<file path="src/rtl/sd_cmd_sequencer_if.sv">
// rtl/sd_cmd_sequencer_if.sv - host register bus and completion status of the SD command sequencer
interface sd_cmd_sequencer_if;
  logic [31:0] reg_address;
  logic [31:0] reg_wr_data;
  logic        reg_wr_en;
  logic        req;
  logic        busy;
  logic        cmd_done;
  logic        timeout_err;
  logic        crc_err;
  logic        end_err;
  logic        index_err;
  logic [5:0]  rsp_index;
  logic [31:0] rsp_arg;

  modport master (
    output reg_address, reg_wr_data, reg_wr_en, req,
    input  busy, cmd_done, timeout_err, crc_err, end_err, index_err, rsp_index, rsp_arg
  );

  modport slave (
    input  reg_address, reg_wr_data, reg_wr_en, req,
    output busy, cmd_done, timeout_err, crc_err, end_err, index_err, rsp_index, rsp_arg
  );
endinterface

</file>
<file path="src/rtl/sd_cmd_sequencer.sv">
// rtl/sd_cmd_sequencer.sv - SD CMD-line sequencer: frame send with CRC7, response capture and checks
module sd_cmd_sequencer #(
  parameter int TIMEOUT_BITS = 64,
  parameter int TURN_BITS    = 2
) (
  input  logic                CLK,
  input  logic                RESET,
  input  logic                bit_en,
  input  logic                cmd_in,
  output logic                cmd_out,
  output logic                cmd_oe,
  sd_cmd_sequencer_if.slave   host
);

  localparam int TURN_W = $clog2(TURN_BITS + 1);
  localparam int TMO_W  = $clog2(TIMEOUT_BITS + 1);

  typedef enum logic [2:0] {
    S_IDLE,
    S_SEND,
    S_TURN,
    S_WAIT,
    S_RECV,
    S_DONE
  } state_t;

  state_t              state_q, state_d;
  logic [31:0]         arg_q, arg_d;
  logic [5:0]          index_q, index_d;
  logic [1:0]          rsp_type_q, rsp_type_d;
  logic [39:0]         tx_sh_q, tx_sh_d;
  logic [5:0]          bit_cnt_q, bit_cnt_d;
  logic [6:0]          crc_q, crc_d;
  logic [TURN_W-1:0]   turn_cnt_q, turn_cnt_d;
  logic [TMO_W-1:0]    tmo_cnt_q, tmo_cnt_d;
  logic [47:0]         rx_q, rx_d;
  logic                got_rsp_q, got_rsp_d;
  logic                cmd_out_q, cmd_out_d;
  logic                cmd_oe_q, cmd_oe_d;
  logic                busy_q, busy_d;
  logic                done_q, done_d;
  logic                tmo_err_q, tmo_err_d;
  logic                crc_err_q, crc_err_d;
  logic                end_err_q, end_err_d;
  logic                idx_err_q, idx_err_d;
  logic [5:0]          rsp_index_q, rsp_index_d;
  logic [31:0]         rsp_arg_q, rsp_arg_d;

  logic                wr;
  logic [11:0]         addr;
  logic                unused_ok;

  function automatic logic [6:0] crc7_step(input logic [6:0] c, input logic b);
    logic fb;
    fb = b ^ c[6];
    return {c[5:0], 1'b0} ^ (fb ? 7'h09 : 7'h00);
  endfunction

  // Register writes are dropped entirely while a command is in flight, including the cmd_done cycle.
  assign wr        = host.req & host.reg_wr_en & ~busy_q;
  assign addr      = host.reg_address[11:0];
  assign unused_ok = ^{host.reg_address[31:12], host.reg_wr_data[31:16], rx_q[47:46]};

  always_comb begin
    state_d     = state_q;
    arg_d       = arg_q;
    index_d     = index_q;
    rsp_type_d  = rsp_type_q;
    tx_sh_d     = tx_sh_q;
    bit_cnt_d   = bit_cnt_q;
    crc_d       = crc_q;
    turn_cnt_d  = turn_cnt_q;
    tmo_cnt_d   = tmo_cnt_q;
    rx_d        = rx_q;
    got_rsp_d   = got_rsp_q;
    cmd_out_d   = cmd_out_q;
    cmd_oe_d    = cmd_oe_q;
    busy_d      = busy_q;
    done_d      = 1'b0;
    tmo_err_d   = tmo_err_q;
    crc_err_d   = crc_err_q;
    end_err_d   = end_err_q;
    idx_err_d   = idx_err_q;
    rsp_index_d = rsp_index_q;
    rsp_arg_d   = rsp_arg_q;

    if (wr && addr == 12'h008) arg_d[15:0]  = host.reg_wr_data[15:0];
    if (wr && addr == 12'h00A) arg_d[31:16] = host.reg_wr_data[15:0];

    case (state_q)
      S_IDLE: begin
        cmd_out_d = 1'b1;
        cmd_oe_d  = 1'b0;
        busy_d    = 1'b0;
        if (wr && addr == 12'h00E) begin
          index_d    = host.reg_wr_data[13:8];
          rsp_type_d = host.reg_wr_data[1:0];
          tx_sh_d    = {2'b01, host.reg_wr_data[13:8], arg_q};
          bit_cnt_d  = 6'd48;
          crc_d      = 7'h00;
          busy_d     = 1'b1;
          got_rsp_d  = 1'b0;
          tmo_err_d  = 1'b0;
          crc_err_d  = 1'b0;
          end_err_d  = 1'b0;
          idx_err_d  = 1'b0;
          state_d    = S_SEND;
        end
      end

      S_SEND: begin
        if (bit_en) begin
          if (bit_cnt_q != 6'd0) begin
            // bit_cnt_q = k presents frame bit k-1: 40 data bits, 7 CRC bits, end bit.
            cmd_oe_d  = 1'b1;
            bit_cnt_d = bit_cnt_q - 6'd1;
            if (bit_cnt_q >= 6'd9) begin
              cmd_out_d = tx_sh_q[39];
              crc_d     = crc7_step(crc_q, tx_sh_q[39]);
              tx_sh_d   = {tx_sh_q[38:0], 1'b0};
            end else if (bit_cnt_q >= 6'd2) begin
              cmd_out_d = crc_q[6];
              crc_d     = {crc_q[5:0], 1'b0};
            end else begin
              cmd_out_d = 1'b1;
            end
          end else begin
            cmd_oe_d   = 1'b0;
            cmd_out_d  = 1'b1;
            turn_cnt_d = TURN_W'(TURN_BITS);
            state_d    = (rsp_type_q == 2'b00) ? S_DONE : S_TURN;
          end
        end
      end

      S_TURN: begin
        if (bit_en) begin
          if (turn_cnt_q <= TURN_W'(1)) begin
            tmo_cnt_d = TMO_W'(TIMEOUT_BITS);
            state_d   = S_WAIT;
          end else begin
            turn_cnt_d = turn_cnt_q - TURN_W'(1);
          end
        end
      end

      S_WAIT: begin
        if (bit_en) begin
          if (!cmd_in) begin
            // Start bit lands in rx_q[0] and ends up at bit 47; CRC of a leading 0 from 0 stays 0.
            rx_d      = '0;
            crc_d     = 7'h00;
            bit_cnt_d = 6'd47;
            got_rsp_d = 1'b1;
            state_d   = S_RECV;
          end else if (tmo_cnt_q <= TMO_W'(1)) begin
            tmo_err_d = 1'b1;
            state_d   = S_DONE;
          end else begin
            tmo_cnt_d = tmo_cnt_q - TMO_W'(1);
          end
        end
      end

      S_RECV: begin
        if (bit_en) begin
          rx_d      = {rx_q[46:0], cmd_in};
          bit_cnt_d = bit_cnt_q - 6'd1;
          if (bit_cnt_q >= 6'd9) crc_d = crc7_step(crc_q, cmd_in);
          if (bit_cnt_q == 6'd1) state_d = S_DONE;
        end
      end

      S_DONE: begin
        done_d  = 1'b1;
        state_d = S_IDLE;
        if (got_rsp_q) begin
          end_err_d   = ~rx_q[0];
          crc_err_d   = (rx_q[7:1] != crc_q) && (rsp_type_q != 2'b11);
          idx_err_d   = (rx_q[45:40] != index_q) && (rsp_type_q != 2'b11);
          rsp_index_d = rx_q[45:40];
          rsp_arg_d   = rx_q[39:8];
        end
      end

      default: state_d = S_IDLE;
    endcase
  end

  always_ff @(posedge CLK) begin
    if (RESET) begin
      state_q     <= S_IDLE;
      arg_q       <= '0;
      index_q     <= '0;
      rsp_type_q  <= '0;
      tx_sh_q     <= '0;
      bit_cnt_q   <= '0;
      crc_q       <= '0;
      turn_cnt_q  <= '0;
      tmo_cnt_q   <= '0;
      rx_q        <= '0;
      got_rsp_q   <= 1'b0;
      cmd_out_q   <= 1'b1;
      cmd_oe_q    <= 1'b0;
      busy_q      <= 1'b0;
      done_q      <= 1'b0;
      tmo_err_q   <= 1'b0;
      crc_err_q   <= 1'b0;
      end_err_q   <= 1'b0;
      idx_err_q   <= 1'b0;
      rsp_index_q <= '0;
      rsp_arg_q   <= '0;
    end else begin
      state_q     <= state_d;
      arg_q       <= arg_d;
      index_q     <= index_d;
      rsp_type_q  <= rsp_type_d;
      tx_sh_q     <= tx_sh_d;
      bit_cnt_q   <= bit_cnt_d;
      crc_q       <= crc_d;
      turn_cnt_q  <= turn_cnt_d;
      tmo_cnt_q   <= tmo_cnt_d;
      rx_q        <= rx_d;
      got_rsp_q   <= got_rsp_d;
      cmd_out_q   <= cmd_out_d;
      cmd_oe_q    <= cmd_oe_d;
      busy_q      <= busy_d;
      done_q      <= done_d;
      tmo_err_q   <= tmo_err_d;
      crc_err_q   <= crc_err_d;
      end_err_q   <= end_err_d;
      idx_err_q   <= idx_err_d;
      rsp_index_q <= rsp_index_d;
      rsp_arg_q   <= rsp_arg_d;
    end
  end

  assign cmd_out          = cmd_out_q;
  assign cmd_oe           = cmd_oe_q;
  assign host.busy        = busy_q;
  assign host.cmd_done    = done_q;
  assign host.timeout_err = tmo_err_q;
  assign host.crc_err     = crc_err_q;
  assign host.end_err     = end_err_q;
  assign host.index_err   = idx_err_q;
  assign host.rsp_index   = rsp_index_q;
  assign host.rsp_arg     = rsp_arg_q;

endmodule

</file>
<file path="src/flat_wrapper.sv">
// flat-port wrapper written by rule: the top's interface ports become plain ports
module sd_cmd_sequencer_flat 
#(
  parameter int TIMEOUT_BITS = 64,
  parameter int TURN_BITS    = 2
)
  (CLK, RESET, bit_en, cmd_in, cmd_out, cmd_oe, host_reg_address, host_reg_wr_data, host_reg_wr_en, host_req, host_busy, host_cmd_done, host_timeout_err, host_crc_err, host_end_err, host_index_err, host_rsp_index, host_rsp_arg);
  sd_cmd_sequencer_if host_i ();
  input  logic CLK;
  input  logic RESET;
  input  logic bit_en;
  input  logic cmd_in;
  output logic cmd_out;
  output logic cmd_oe;
  input wire logic [$bits(host_i.reg_address)-1:0] host_reg_address;
  input wire logic [$bits(host_i.reg_wr_data)-1:0] host_reg_wr_data;
  input wire logic [$bits(host_i.reg_wr_en)-1:0] host_reg_wr_en;
  input wire logic [$bits(host_i.req)-1:0] host_req;
  output wire logic [$bits(host_i.busy)-1:0] host_busy;
  output wire logic [$bits(host_i.cmd_done)-1:0] host_cmd_done;
  output wire logic [$bits(host_i.timeout_err)-1:0] host_timeout_err;
  output wire logic [$bits(host_i.crc_err)-1:0] host_crc_err;
  output wire logic [$bits(host_i.end_err)-1:0] host_end_err;
  output wire logic [$bits(host_i.index_err)-1:0] host_index_err;
  output wire logic [$bits(host_i.rsp_index)-1:0] host_rsp_index;
  output wire logic [$bits(host_i.rsp_arg)-1:0] host_rsp_arg;
  assign host_i.reg_address = host_reg_address;
  assign host_i.reg_wr_data = host_reg_wr_data;
  assign host_i.reg_wr_en = host_reg_wr_en;
  assign host_i.req = host_req;
  assign host_busy = host_i.busy;
  assign host_cmd_done = host_i.cmd_done;
  assign host_timeout_err = host_i.timeout_err;
  assign host_crc_err = host_i.crc_err;
  assign host_end_err = host_i.end_err;
  assign host_index_err = host_i.index_err;
  assign host_rsp_index = host_i.rsp_index;
  assign host_rsp_arg = host_i.rsp_arg;
  sd_cmd_sequencer #(.TIMEOUT_BITS(TIMEOUT_BITS), .TURN_BITS(TURN_BITS)) u_core (.CLK(CLK), .RESET(RESET), .bit_en(bit_en), .cmd_in(cmd_in), .cmd_out(cmd_out), .cmd_oe(cmd_oe), .host(host_i));
endmodule
</file>
<file path="config.mk">
export PLATFORM = sky130hd
export DESIGN_NAME = sd_cmd_sequencer_flat
export DESIGN_NICKNAME = d
export VERILOG_FILES = /design/src/rtl/sd_cmd_sequencer_if.sv /design/src/rtl/sd_cmd_sequencer.sv /design/src/flat_wrapper.sv
export SDC_FILE = /design/constraint.sdc
export NUM_CORES = 1
export LEC_CHECK = 0
export CORE_MARGIN = 2
export CORE_UTILIZATION = 50
export CTS_BUF_LIST = sky130_fd_sc_hd__clkbuf_8
export DETAILED_ROUTE_END_ITERATION = 8
export PLACE_DENSITY = 0.83
export RECOVER_POWER = 100
export SLEW_MARGIN = 10
export SYNTH_ARGS = -nofsm -noshare
export SYNTH_HDL_FRONTEND = slang
export SYNTH_SLANG_ARGS = --single-unit
</file>
<file path="constraint.sdc">
create_clock -name CLK -period 2.6 [get_ports CLK]
set_input_delay 0.52 -clock CLK [delete_from_list [all_inputs] [get_ports CLK]]
set_output_delay 0.52 -clock CLK [all_outputs]
set_load 0.05 [all_outputs]
</file>
# Yosys cells after proc, flatten, opt, wreduce, memory -nomap -nowiden
# Cells that the tools add are included.
# totals
register_bits	198
wordCells	171
# classes
add_sub_neg	3
magnitude_cmp	4
eq_ne	31
n_mux	75
n_bitwise	8
n_reduce_logical	28
# op_table
operator	count
two-way mux 40 bit	4
two-way mux 46 bit	3
two-way mux 7 bit	14
one-hot mux 46 bit (2 select lines)	1
one-hot mux 40 bit (2 select lines)	1
== test 12 x 4 -> 1 bit (second input constant)	3
two-way mux 6 bit	6
two-way mux 3 bit	11
one-hot mux 7 bit (4 select lines)	1
one-hot mux 6 bit (4 select lines)	1
inequality test 2 bit (second input constant)	10
AND reduction 9 bit	2
two-way mux 1 bit	17
inequality test 2 x 1 -> 1 bit (second input constant)	8
one-hot mux 3 bit (5 select lines)	1
AND reduction 5 bit	3
one-hot mux 1 bit (2 select lines)	7
one-hot mux 7 bit (2 select lines)	1
bitwise XOR 7 bit	2
nonzero test 2 bit	6
two-way mux 2 bit	4
two-way mux 4 bit	2
AND reduction 4 bit	2
less-or-equal comparator 7 x 1 -> 1 bit (second input constant)	1
other kinds (27)	38

# Longest topological paths before layout
# logic_depth
depth_word	7
depth_mapped	8
ltp_nobuf	7

# Worst setup path before layout
# Ideal clock, no wire load.
# synth_timing
path_kind	input-to-reg
startpoint	input port host_reg_address[7]
endpoint	register u_core.crc_q[1]
setup_time_ns	0.123
arrival_time_ns	2.056
required_time_ns	2.477
slack_ns	0.420
path_stages	6
path_buffers	1
path_cell_list	nor4_2 nand4_1 a22o_1 buf_2 nor3_4 mux2_1
# synth_between
elab_chain_len	4
# synth_rtl
element	line	rtl
from (decl)	flat_wrapper.sv:15	input wire logic [$bits(host_i.reg_address)-1:0] host_reg_address;
== test 12 x 4 -> 1 bit	sd_cmd_sequencer.sv:95	if (wr && addr == 12'h00E) begin
logical AND 1 bit	sd_cmd_sequencer.sv:95	
inequality test 2 x 1 -> 1 bit (no source line)	-	
AND reduction 9 bit (no source line)	-	
to (signal assigned)	sd_cmd_sequencer.sv:220	crc_q <= crc_d;
to (decl)	sd_cmd_sequencer.sv:33	logic [6:0] crc_q, crc_d;
# Every way passes these cells.
# A chain may end at the register's enable or synchronous reset.

# Worst setup path after layout
# layout_timing
startpoint	register u_core.state_q[1]
endpoint	register u_core.idx_err_q (netlist: u_core.host.index_err)
# layout_between
elab_chain_len	3
word_cells_on_any_way	7
cone_classes	3 x eq/ne; 1 x mux; 3 x reduce/logical
# layout_rtl
element	line	rtl
from (decl)	sd_cmd_sequencer.sv:27	state_t state_q, state_d;
from (signal assigned)	sd_cmd_sequencer.sv:214	state_q <= state_d;
== test 3 bit or logical NOT 3 bit (tied branches)	sd_cmd_sequencer.sv:90	case (state_q)
inequality test 2 x 1 -> 1 bit (no source line) or nonzero test 2 bit (tied branches)	-	
AND reduction 3 bit (no source line)	-	
to (signal assigned)	sd_cmd_sequencer.sv:232	idx_err_q <= idx_err_d;
to (decl)	sd_cmd_sequencer.sv:45	logic idx_err_q, idx_err_d;
# Several ways; a longest one is shown, not always the timed one.

==> results.sh <==
export IMPL_worst_pin_slew_ps=878.0
export IMPL_crit_slowest_cell="dfxtp_1"
export IMPL_fmax_mhz=413.3
export IMPL_synth_avg_cell_area_um2=8.270
export IMPL_cp_required_ps=2920
export IMPL_dp_hpwl_mm=11.97
export IMPL_ys_types=70
export IMPL_yosysSeqAreaShare_pct=47.36
export IMPL_fill_cells=1451
export IMPL_cts_tree="built"
export IMPL_critical_path_cell_chain="inv_1 > nand3_1 > nor2_2 > clkbuf_2 > o211ai_1 > a21oi_1"
export IMPL_design_die_area_um2=17790
export IMPL_setup_viol=0
export IMPL_cts_sinks=198
export IMPL_yosysWarnings=0
export IMPL_final_common_cell="nand2_1"
export IMPL_cts_resized=0
export IMPL_via_count=7193
export IMPL_skew_ps=13.44
export IMPL_synthesis_area_um2=8369
export IMPL_worstPathMaxFanout=41
export IMPL_die_h_um=133.4
export IMPL_grt_max_degree=138
export IMPL_cp_start_kind="flip-flop"
export IMPL_coreArea_um2=16470
export IMPL_cp_end_kind="flip-flop"
export IMPL_arrival_ps=2740
export IMPL_slew_headroom_pct=41.46
export IMPL_fin_ws_ps=180.4
export IMPL_clk_pin_slew_ps=90
export IMPL_cts_setup_buffers=0
export IMPL_track_usage_pct=21.08
export IMPL_firstDrtPassIters=5
export IMPL_critical_path_buf_inv_count=2
export IMPL_boundaryPins=116
export IMPL_regArea_um2=3964
export IMPL_routed_wl_mm=18.31
export IMPL_htree_levels=4
export IMPL_holdBufCountCts=0
export IMPL_rows=47
export IMPL_final_net_count=1140
export IMPL_portBuffers=79
export IMPL_postSynth_asyncResetShare_pct=0
export IMPL_grt_pass1_wl_mm=31.17
export IMPL_globalRoute_totalOverflow=0
export IMPL_min_path_type="flip-flop to flip-flop"
export IMPL_cap_violations=0
export IMPL_syn_nets=1089
export IMPL_vias_per_cell=5.554
export IMPL_post_place_ws_ps=-58.09
export IMPL_leakagePower_uw=0.003430
export IMPL_start_util_pct=50.83
export IMPL_synth_flop_cell="dfxtp_1"
export IMPL_grt_pass1_vias=6638
export IMPL_place_gp_congestion=0.8454
export IMPL_fin_util_pct=58.87
export IMPL_worstSetupPathType="flip-flop to flip-flop"
export IMPL_period_share_pct=93.06
export IMPL_postSynthCellCount=1012
export IMPL_multi_input_area_um2=3991
export IMPL_dpl_cell_area_um2=9388
export IMPL_rsz0062_at_grt="false"
export IMPL_antenna_left=0
export IMPL_clk_latency_ps=470
export IMPL_crit_family="buffers and inverters"
export IMPL_drt_iter0_drc=650
export IMPL_p_per_area_nw_per_um2=618.9
export IMPL_cts_buffer_depth=2
export IMPL_antenna_found_initial=0
export IMPL_drive_gt1_share_pct=7.070
export IMPL_layout_min_cycle_time_ps=2420
export IMPL_n_antenna_cell=0
export IMPL_drc=0
export IMPL_wl_per_cell_um=14.14
export IMPL_hold_viol=0
export IMPL_finalMaxSlewViolations=0
export IMPL_ir_drop_uv=334.3
export IMPL_critPathMaxStageDelay_ps=690
export IMPL_fin_hold_ws_ps=453.7
export IMPL_cts_buffers_inserted=17
export IMPL_dp_cells=1264
export IMPL_ys_ff_latch=198
export IMPL_status="finished, final reports clean"
export IMPL_synth_edff_count=0
export IMPL_die_w_um=133.4
export IMPL_area_growth_synth_to_final_pct=15.82
export IMPL_cts_root_buf="clkbuf_8"
export IMPL_final_cells=1295
export IMPL_design_area_um2=9693
export IMPL_layout_common_cells="nand2_1 (229), dfxtp_1 (198), a21oi_1 (107)"
[stage by stage]
| step | power [µW] | setup TNS (ps) |
|---|---|---|
| 6_report | 5999 | 0 |
| 5_1_grt | 6270 | 0 |
| 4_1_cts | 6053 | 0 |
| 3_5_place_dp | 4148 | -343.0 |
| 3_3_place_gp | 4124 | -81.54 |
| 2_1_floorplan | 3900 | 0 |
[final timing paths]
| path | cells past startpoint | slack (ps) | start | endpoint |
|---|---|---|---|---|
| max | 6 | 180 | u_core.state_q[1] | u_core.host.index_err |
| min | 2 | 450 | u_core.host.rsp_arg[13] | u_core.host.rsp_arg[13] |
| max reg2reg | 6 | 180 | u_core.state_q[1] | u_core.host.index_err |
| min reg2reg | 2 | 450 | u_core.host.rsp_arg[13] | u_core.host.rsp_arg[13] |
[worst register-to-register path: stages, from the launching register on]
cell and delay [ps]:
dfxtp_1 690, inv_1 230, nand3_1 310, nor2_2 60, clkbuf_2 510, o211ai_1 390
a21oi_1 100
[report_power, final]
part           internal [µW]  switching (µW)
clock                    898            1030
combinational            310             520
sequential              3160            80.5
[synth_stat cells (all sizes together) (8+ instances only)]
master    n  share of area, %
nor2     97               4.4
nor3     10              0.73
a21oi   107               6.4
clkbuf   57               2.7
mux2i    38               4.5
dfxtp   198                47
xnor2     8              0.84
inv      12              0.54
xor2     10               1.0
nand3    60               3.6
a31oi    10              0.75
o21ai    15              0.90
nand2   229                10
a311oi   38               4.1
a211oi    9              0.87
buf      23               1.7
[layer usage]
| metal | vias up | wire length, µm | global-route usage, % |
|---|---|---|---|
| met2 | 155 | 8822 | 34.82 |
| li1 | 3615 | - | - |
| met4 | 0 | 363 | 8.333 |
| met5 | - | 0 | 0 |
| met1 | 3395 | 8407 | 27.45 |
| met3 | 28 | 714 | 3.881 |
[cells by family after synthesis]
group / after synthesis / share of synthesized area [%]
DFF: 198 / 47.36
and+or+nand+nor: 436 / 22.87
muxes: 39 / 4.679
buffers and inverters: 94 / 5.068
xor gates and xnor gates: 18 / 1.884
AOI/OAI and AO/OA: 220 / 17.09
adders and majority gates: 7 / 1.046
[sequential cells by signal (all words and copies together), names as in the netlist, 7 cells and up]
| name | cells |
|---|---|
| u_core.tmo_cnt_q | 7 |
| u_core.host.rsp_arg | 32 |
| u_core.rx_q | 46 |
| u_core.arg_q | 32 |
| u_core.tx_sh_q | 40 |
| u_core.crc_q | 7 |
[layout make-up]
type	instances	area share [%]
well taps	220	2.840
clock buffers	19	2.698
repair buffers	113	10.55
multi-input cells	720	41.18
clock inverters	12	1.342
inverters	13	0.5034
flip-flops and latches	198	40.89
Note: power is estimated with default switching activity, not from simulation.
